$ cat config.mk
export PLATFORM = sky130hd
export DESIGN_NAME = uart_rx_flat
export DESIGN_NICKNAME = d
export VERILOG_FILES = /design/src/rtl/uart_pkg.sv /design/src/rtl/uart_rx_if.sv /design/src/rtl/sync_2ff.sv /design/src/rtl/uart_rx.sv /design/src/flat_wrapper.sv
export SDC_FILE = /design/constraint.sdc
export NUM_CORES = 1
export LEC_CHECK = 0
export ABC_CLOCK_PERIOD_IN_PS = 1700
export CORE_MARGIN = 4
export CORE_UTILIZATION = 45
export CTS_BUF_LIST = sky130_fd_sc_hd__clkbuf_8 sky130_fd_sc_hd__clkbuf_16
export CTS_CLUSTER_DIAMETER = 40
export DETAILED_ROUTE_END_ITERATION = 8
export DONT_BUFFER_PORTS = 1
export SLEW_MARGIN = 30
export SYNTH_ARGS = -nofsm -noshare
export SYNTH_HDL_FRONTEND = slang
export SYNTH_SLANG_ARGS = --single-unit
$ cat constraint.sdc
create_clock -name clock -period 1.7 [get_ports clock]
set_clock_uncertainty 0.15 [all_clocks]
set_input_delay 0.425 -clock clock [delete_from_list [all_inputs] [get_ports clock]]
set_output_delay 0.425 -clock clock [all_outputs]
set_load 0.02 [all_outputs]
$ cat src/rtl/uart_pkg.sv
// Shared UART definitions: receiver FSM states and oversampling constants.
// Latency: n/a (types and constants only).
// Backpressure: n/a.
package uart_pkg;

   // Ticks per bit from the baud generator.
   localparam int OVERSAMPLE = 16;

   // Tick index inside the start bit where it is re-checked (bit centre).
   localparam int MID_SAMPLE = 7;

   typedef enum logic [2:0] {
      ST_IDLE,
      ST_START,
      ST_DATA,
      ST_STOP,
      ST_BREAK
   } rx_state_t;

endpackage

$ cat src/rtl/uart_rx_if.sv
// Receiver-side UART signal bundle: oversampling strobe, serial line, received word and status.
// Latency: n/a (wiring only).
// Backpressure: none; the receive side never stalls and the consumer must take each strobe.
interface uart_rx_if #(
   parameter int DATA_BITS = 8
);

   logic                 ce_16;
   logic                 ser_in;
   logic [DATA_BITS-1:0] rx_data;
   logic                 new_rx_data;
   logic                 frame_err;
   logic                 rx_busy;

   // Environment side: drives the line and tick, consumes the results.
   modport master (
      output ce_16, ser_in,
      input  rx_data, new_rx_data, frame_err, rx_busy
   );

   // Receiver side.
   modport slave (
      input  ce_16, ser_in,
      output rx_data, new_rx_data, frame_err, rx_busy
   );

endinterface

$ cat src/rtl/sync_2ff.sv
// Two-flop synchronizer for one asynchronous input, with a selectable reset value.
// Latency: 2 clocks from d_i to q_o.
// Backpressure: none.
module sync_2ff #(
   parameter logic RST_VAL = 1'b1
) (
   input  logic clock,
   input  logic reset_n,
   input  logic d_i,
   output logic q_o
);

   logic meta_q;
   logic sync_q;

   // Two-stage capture; the reset value keeps a resting line from looking active.
   always_ff @(posedge clock or negedge reset_n) begin
      if (!reset_n) begin
         meta_q <= RST_VAL;
         sync_q <= RST_VAL;
      end else begin
         meta_q <= d_i;
         sync_q <= meta_q;
      end
   end

   assign q_o = sync_q;

endmodule

$ cat src/rtl/uart_rx.sv
// UART 8N1-style receiver using the x16 strobe; one centre sample per bit, LSB first.
// Latency: 2-clock sync, then strobes one clock after the stop-bit sampling tick.
// Backpressure: none; each received word is a one-cycle strobe that must be taken.
module uart_rx
   import uart_pkg::*;
#(
   parameter int DATA_BITS = 8
) (
   input  logic      clock,
   input  logic      reset_n,
   uart_rx_if.slave  bus
);

   localparam int                 IDX_W    = $clog2(DATA_BITS + 1);
   localparam logic [IDX_W-1:0]   LAST_IDX = IDX_W'(DATA_BITS - 1);
   localparam logic [3:0]         MID_CNT  = 4'(MID_SAMPLE);
   localparam logic [3:0]         END_CNT  = 4'(OVERSAMPLE - 1);

   logic                 rx_s;
   rx_state_t            state_q, state_d;
   logic [3:0]           tick_q, tick_d;
   logic [IDX_W-1:0]     bit_q, bit_d;
   logic [DATA_BITS-1:0] shift_q, shift_d;
   logic [DATA_BITS-1:0] data_q, data_d;
   logic                 nrx_q, nrx_d;
   logic                 ferr_q, ferr_d;

   sync_2ff #(.RST_VAL(1'b1)) u_sync (
      .clock   (clock),
      .reset_n (reset_n),
      .d_i     (bus.ser_in),
      .q_o     (rx_s)
   );

   // State, counters, shift register and output registers.
   always_ff @(posedge clock or negedge reset_n) begin
      if (!reset_n) begin
         state_q <= ST_IDLE;
         tick_q  <= '0;
         bit_q   <= '0;
         shift_q <= '0;
         data_q  <= '0;
         nrx_q   <= 1'b0;
         ferr_q  <= 1'b0;
      end else begin
         state_q <= state_d;
         tick_q  <= tick_d;
         bit_q   <= bit_d;
         shift_q <= shift_d;
         data_q  <= data_d;
         nrx_q   <= nrx_d;
         ferr_q  <= ferr_d;
      end
   end

   // Frame FSM: moves only on ticks; strobes default low so they self-clear every clock.
   always_comb begin
      state_d = state_q;
      tick_d  = tick_q;
      bit_d   = bit_q;
      shift_d = shift_q;
      data_d  = data_q;
      nrx_d   = 1'b0;
      ferr_d  = 1'b0;
      if (bus.ce_16) begin
         unique case (state_q)
            ST_IDLE: begin
               if (!rx_s) begin
                  tick_d  = '0;
                  state_d = ST_START;
               end
            end
            ST_START: begin
               if (tick_q == MID_CNT) begin
                  if (rx_s) begin
                     // Start bit gone by its centre: treat as noise.
                     state_d = ST_IDLE;
                  end else begin
                     tick_d  = '0;
                     bit_d   = '0;
                     state_d = ST_DATA;
                  end
               end else begin
                  tick_d = tick_q + 4'd1;
               end
            end
            ST_DATA: begin
               tick_d = tick_q + 4'd1;
               if (tick_q == END_CNT) begin
                  shift_d = {rx_s, shift_q[DATA_BITS-1:1]};
                  bit_d   = bit_q + 1'b1;
                  if (bit_q == LAST_IDX) begin
                     state_d = ST_STOP;
                  end
               end
            end
            ST_STOP: begin
               tick_d = tick_q + 4'd1;
               if (tick_q == END_CNT) begin
                  if (rx_s) begin
                     data_d  = shift_q;
                     nrx_d   = 1'b1;
                     state_d = ST_IDLE;
                  end else begin
                     ferr_d  = 1'b1;
                     state_d = ST_BREAK;
                  end
               end
            end
            ST_BREAK: begin
               // Hold here while the line stays low so a break reports only once.
               if (rx_s) begin
                  state_d = ST_IDLE;
               end
            end
            default: begin
               state_d = ST_IDLE;
            end
         endcase
      end
   end

   assign bus.rx_data     = data_q;
   assign bus.new_rx_data = nrx_q;
   assign bus.frame_err   = ferr_q;
   assign bus.rx_busy     = (state_q != ST_IDLE);

endmodule

$ cat src/flat_wrapper.sv
// flat-port wrapper written by rule: the top's interface ports become plain ports
module uart_rx_flat import uart_pkg::*;
#(
   parameter int DATA_BITS = 8
)
  (clock, reset_n, bus_ce_16, bus_ser_in, bus_rx_data, bus_new_rx_data, bus_frame_err, bus_rx_busy);
  uart_rx_if #(.DATA_BITS(DATA_BITS)) bus_i ();
  input  logic clock;
  input  logic reset_n;
  input wire logic [$bits(bus_i.ce_16)-1:0] bus_ce_16;
  input wire logic [$bits(bus_i.ser_in)-1:0] bus_ser_in;
  output wire logic [$bits(bus_i.rx_data)-1:0] bus_rx_data;
  output wire logic [$bits(bus_i.new_rx_data)-1:0] bus_new_rx_data;
  output wire logic [$bits(bus_i.frame_err)-1:0] bus_frame_err;
  output wire logic [$bits(bus_i.rx_busy)-1:0] bus_rx_busy;
  assign bus_i.ce_16 = bus_ce_16;
  assign bus_i.ser_in = bus_ser_in;
  assign bus_rx_data = bus_i.rx_data;
  assign bus_new_rx_data = bus_i.new_rx_data;
  assign bus_frame_err = bus_i.frame_err;
  assign bus_rx_busy = bus_i.rx_busy;
  uart_rx #(.DATA_BITS(DATA_BITS)) u_core (.clock(clock), .reset_n(reset_n), .bus(bus_i));
endmodule
==> flow_summary.toml <==
[die]
dieArea_sq_um = 4080
die_width_microns = 63.9
row_count = 20
io_pins = 15
start_util_pct = 46.4
die_h_microns = 63.9
core_sq_um = 3030

[final_layout]
nFillCells = 245
n_antenna_cell = 0
utilization_pct = 60.6
area_growth_pct = 30.7
fin_area_sq_um = 1840
drive_gt1_share_pct = 40.4
nets = 146

[setup_path]
arrival_ns = 1.70
slowest_delay_ns = 0.42
reg2reg_depth = 4
r2r_start = "u_core.state_q[1]"
required_ns = 1.71
regToRegEndpoint = "u_core.shift_q[5]"
cp.buffers_inverters = 1
rrSetupSlack_ns = 0.01
cp_top_family = "simple AND/OR/NAND/NOR gates"
slowest_stage = "or3b_4"
path_cells = "or3b_4, nor2_4, buf_12, mux2_4"
critical_path.startpoint_type = "flip-flop"
end_kind = "flip-flop"
crit_fanout = 7
crit_type = "flip-flop to flip-flop"

[min_path]
min_to = "u_core.state_q[0]"
hp-class = "primary input to flip-flop"
min_delay_path_depth = 2
min_from = "bus_ce_16"

[cts]
cts-root-buf = "clkbuf_8"
clk_pin_slew_worst_paths_ns = 0.07
cts_buffers = 5
clk_latency_ns = 0.28
cts.path.max_buffers = 2
htreeDepth = 2
cts_tree = "built"
clock-sinks = 31

[synthesis]
synth_fp_nets = 124
syn_inst = 118
ys_types = 35
syn_area_per_cell_sq_um = 11.9
yosys_warnings = 0
yosysSeqAreaShare_pct = 55.4
netlist_area_sq_um = 1400
ys_ff_latch = 31

[place]
io_buffers = 0
dpl.hpwl_mm = 1.85
gp_congestion = 0.817
postPlaceCellArea_sq_um = 1560

[drt]
wire_per_inst_microns = 15.1
firstDrtPassIters = 4
route.vias.total = 973
viasPerCell = 5.26
drt-initial-drc-count = 28
ant_nets = 0
drc = 0
totalWireLength_mm = 2.79

[global_routing]
grt_max_degree = 32
grt_overflow_total = 0
grt_pass1_wl_mm = 4.44
grt_pass1_vias = 934
gr-usage-all-layers_pct = 14.2
antenna_found_initial = 0

[timing]
finalMaxSlewViolations = 0
relSlewSlack_pct = 72.4
period_needed_ns = 1.69
worst_pin_slew_ns = 0.410
finalHoldWorstSlack_ns = 0.192
max_freq_mhz = 592
tns_ns = 0
rsz0062_at_grt = "true"
final_hold_viol_count = 0
finalSetupViolCount = 0
layout_worst_path_cycle_share_pct = 99.3

[pwr]
max-vdd-ir-drop_mv = 0.667
totalPowerFinal_w = 0.00238
p_leak_nw = 0.857
power_density_nw_per_um2 = 1300

[status]
status = "finished clean"

[run]
max_cap_violations = 0
per-stage QoR:
step                      worst slack, ns  std cells
after floorplan                   -0.0231        118
after global placement            -0.0692        171
after detailed placement          -0.0849        171
after CTS                        -0.00136        182
after global routing              -0.0558        185
final                              0.0114        185
report_power, final:
part | total, W | switching [W] | leakage, nW | internal (W)
combinational | 0.000712 | 0.000371 | 0.381 | 0.000341
sequential | 0.000926 | 0.000103 | 0.415 | 0.000823
clock | 0.000744 | 0.000270 | 0.0612 | 0.000474
total | 0.00238 | 0.000744 | 0.857 | 0.00164
synth_stat cells:
cell type	instances	area, sq um
nand2b_1	3	18.8
mux2_2	16	180
nor4b_1	1	8.76
a21oi_1	5	25.0
or3_1	1	6.26
xor2_1	1	8.76
o2bb2ai_1	1	8.76
nand4b_1	1	8.76
buf_2	4	20.0
ha_1	2	25.0
o22ai_1	2	12.5
nor3_4	1	16.3
nor2_4	1	11.3
nor4_1	1	6.26
nor2b_1	1	6.26
dfstp_2	2	52.6
a21o_1	1	7.51
nand3_1	4	20.0
or4_1	1	7.51
nor2_1	4	15.0
or3b_1	1	8.76
clkbuf_1	1	3.75
and4b_1	1	10.0
nand4_4	1	21.3
nand2_1	6	22.5
a22o_1	1	8.76
o21ai_0	8	40.0
and3b_1	1	8.76
o31ai_1	3	22.5
nand3b_1	1	7.51
mux2i_1	1	10.0
inv_1	7	26.3
nor3_1	3	15.0
dfrtp_1	29	726
o21bai_1	1	7.51
cells in the final DEF (no fill, tap or decap), drive strengths merged, types with 2 or more instances in the layout:
master / netlist / routed
nand2b: 3 / 3
clkbuf: 1 / 6
dlygate4sd3: 0 / 2
buf: 4 / 18
nor3: 4 / 4
inv: 7 / 7
mux2: 16 / 16
nor2: 5 / 5
o22ai: 2 / 2
a21oi: 5 / 5
nand2: 6 / 6
o31ai: 3 / 3
ha: 2 / 2
o21ai: 8 / 8
dfstp: 2 / 2
nand3: 4 / 4
dfrtp: 29 / 29
registers in the layout (all words and copies together), names as in the netlist:
name,flops
u_core.shift_q,8
u_core.u_sync.q_o,1
u_core.u_sync.meta_q,1
u_core.tick_q,4
u_core.state_q,3
u_core.bit_q,4
u_core.bus.new_rx_data,1
u_core.bus.rx_data,8
u_core.bus.frame_err,1
cell families after synthesis:
kind of cell / synth area share, %
AOI/OAI and AO/OA: 9.45
xor gates and xnor gates: 0.624
muxes: 13.5
DFF: 55.4
and+or+nand+nor: 15.6
buffers and inverters: 3.57
adders and majority gates: 1.78
worst max path at each step:
stage,from,endpoint,cells past startpoint
global placement,u_core.tick_q[0],u_core.bit_q[3],4
CTS,u_core.state_q[0],u_core.bit_q[2],5
finish,u_core.state_q[1],u_core.shift_q[5],4
floorplan,u_core.u_sync.q_o,u_core.bus.rx_data[0],4
global route,u_core.tick_q[3],u_core.state_q[0],5
detailed placement,u_core.tick_q[0],u_core.bit_q[3],4
routing by layer:
metal / up-vias / global-route usage (%) / share of wire [%]
met5: - / 0 / 0
met4: 0 / 5.93 / 1.1
met3: 4 / 4.04 / 3.9
met2: 17 / 22.1 / 50
met1: 486 / 18.4 / 45
li1: 466 / - / -
timing repair:
action,4_1_cts,5_1_grt
endpoints found under the hold margin,32,0
gates resized for setup,6,14
setup buffers,0,3
gates cloned,0,0
hold buffers,3,0
endpoints found under the setup margin,17,23
pin swaps,1,2
area by class of cell:
class / instances / area [sq um] / area share (%)
clock buffers: 6 / 82.6 / 4.50
clock inverters: 2 / 35.0 / 1.91
inverters: 7 / 26.3 / 1.43
multi-input cells: 75 / 666 / 36.3
flip-flops and latches: 31 / 778 / 42.4
well taps: 44 / 55.1 / 3.00
repair buffers: 20 / 193 / 10.5
Power figures use the tool's default switching activity.
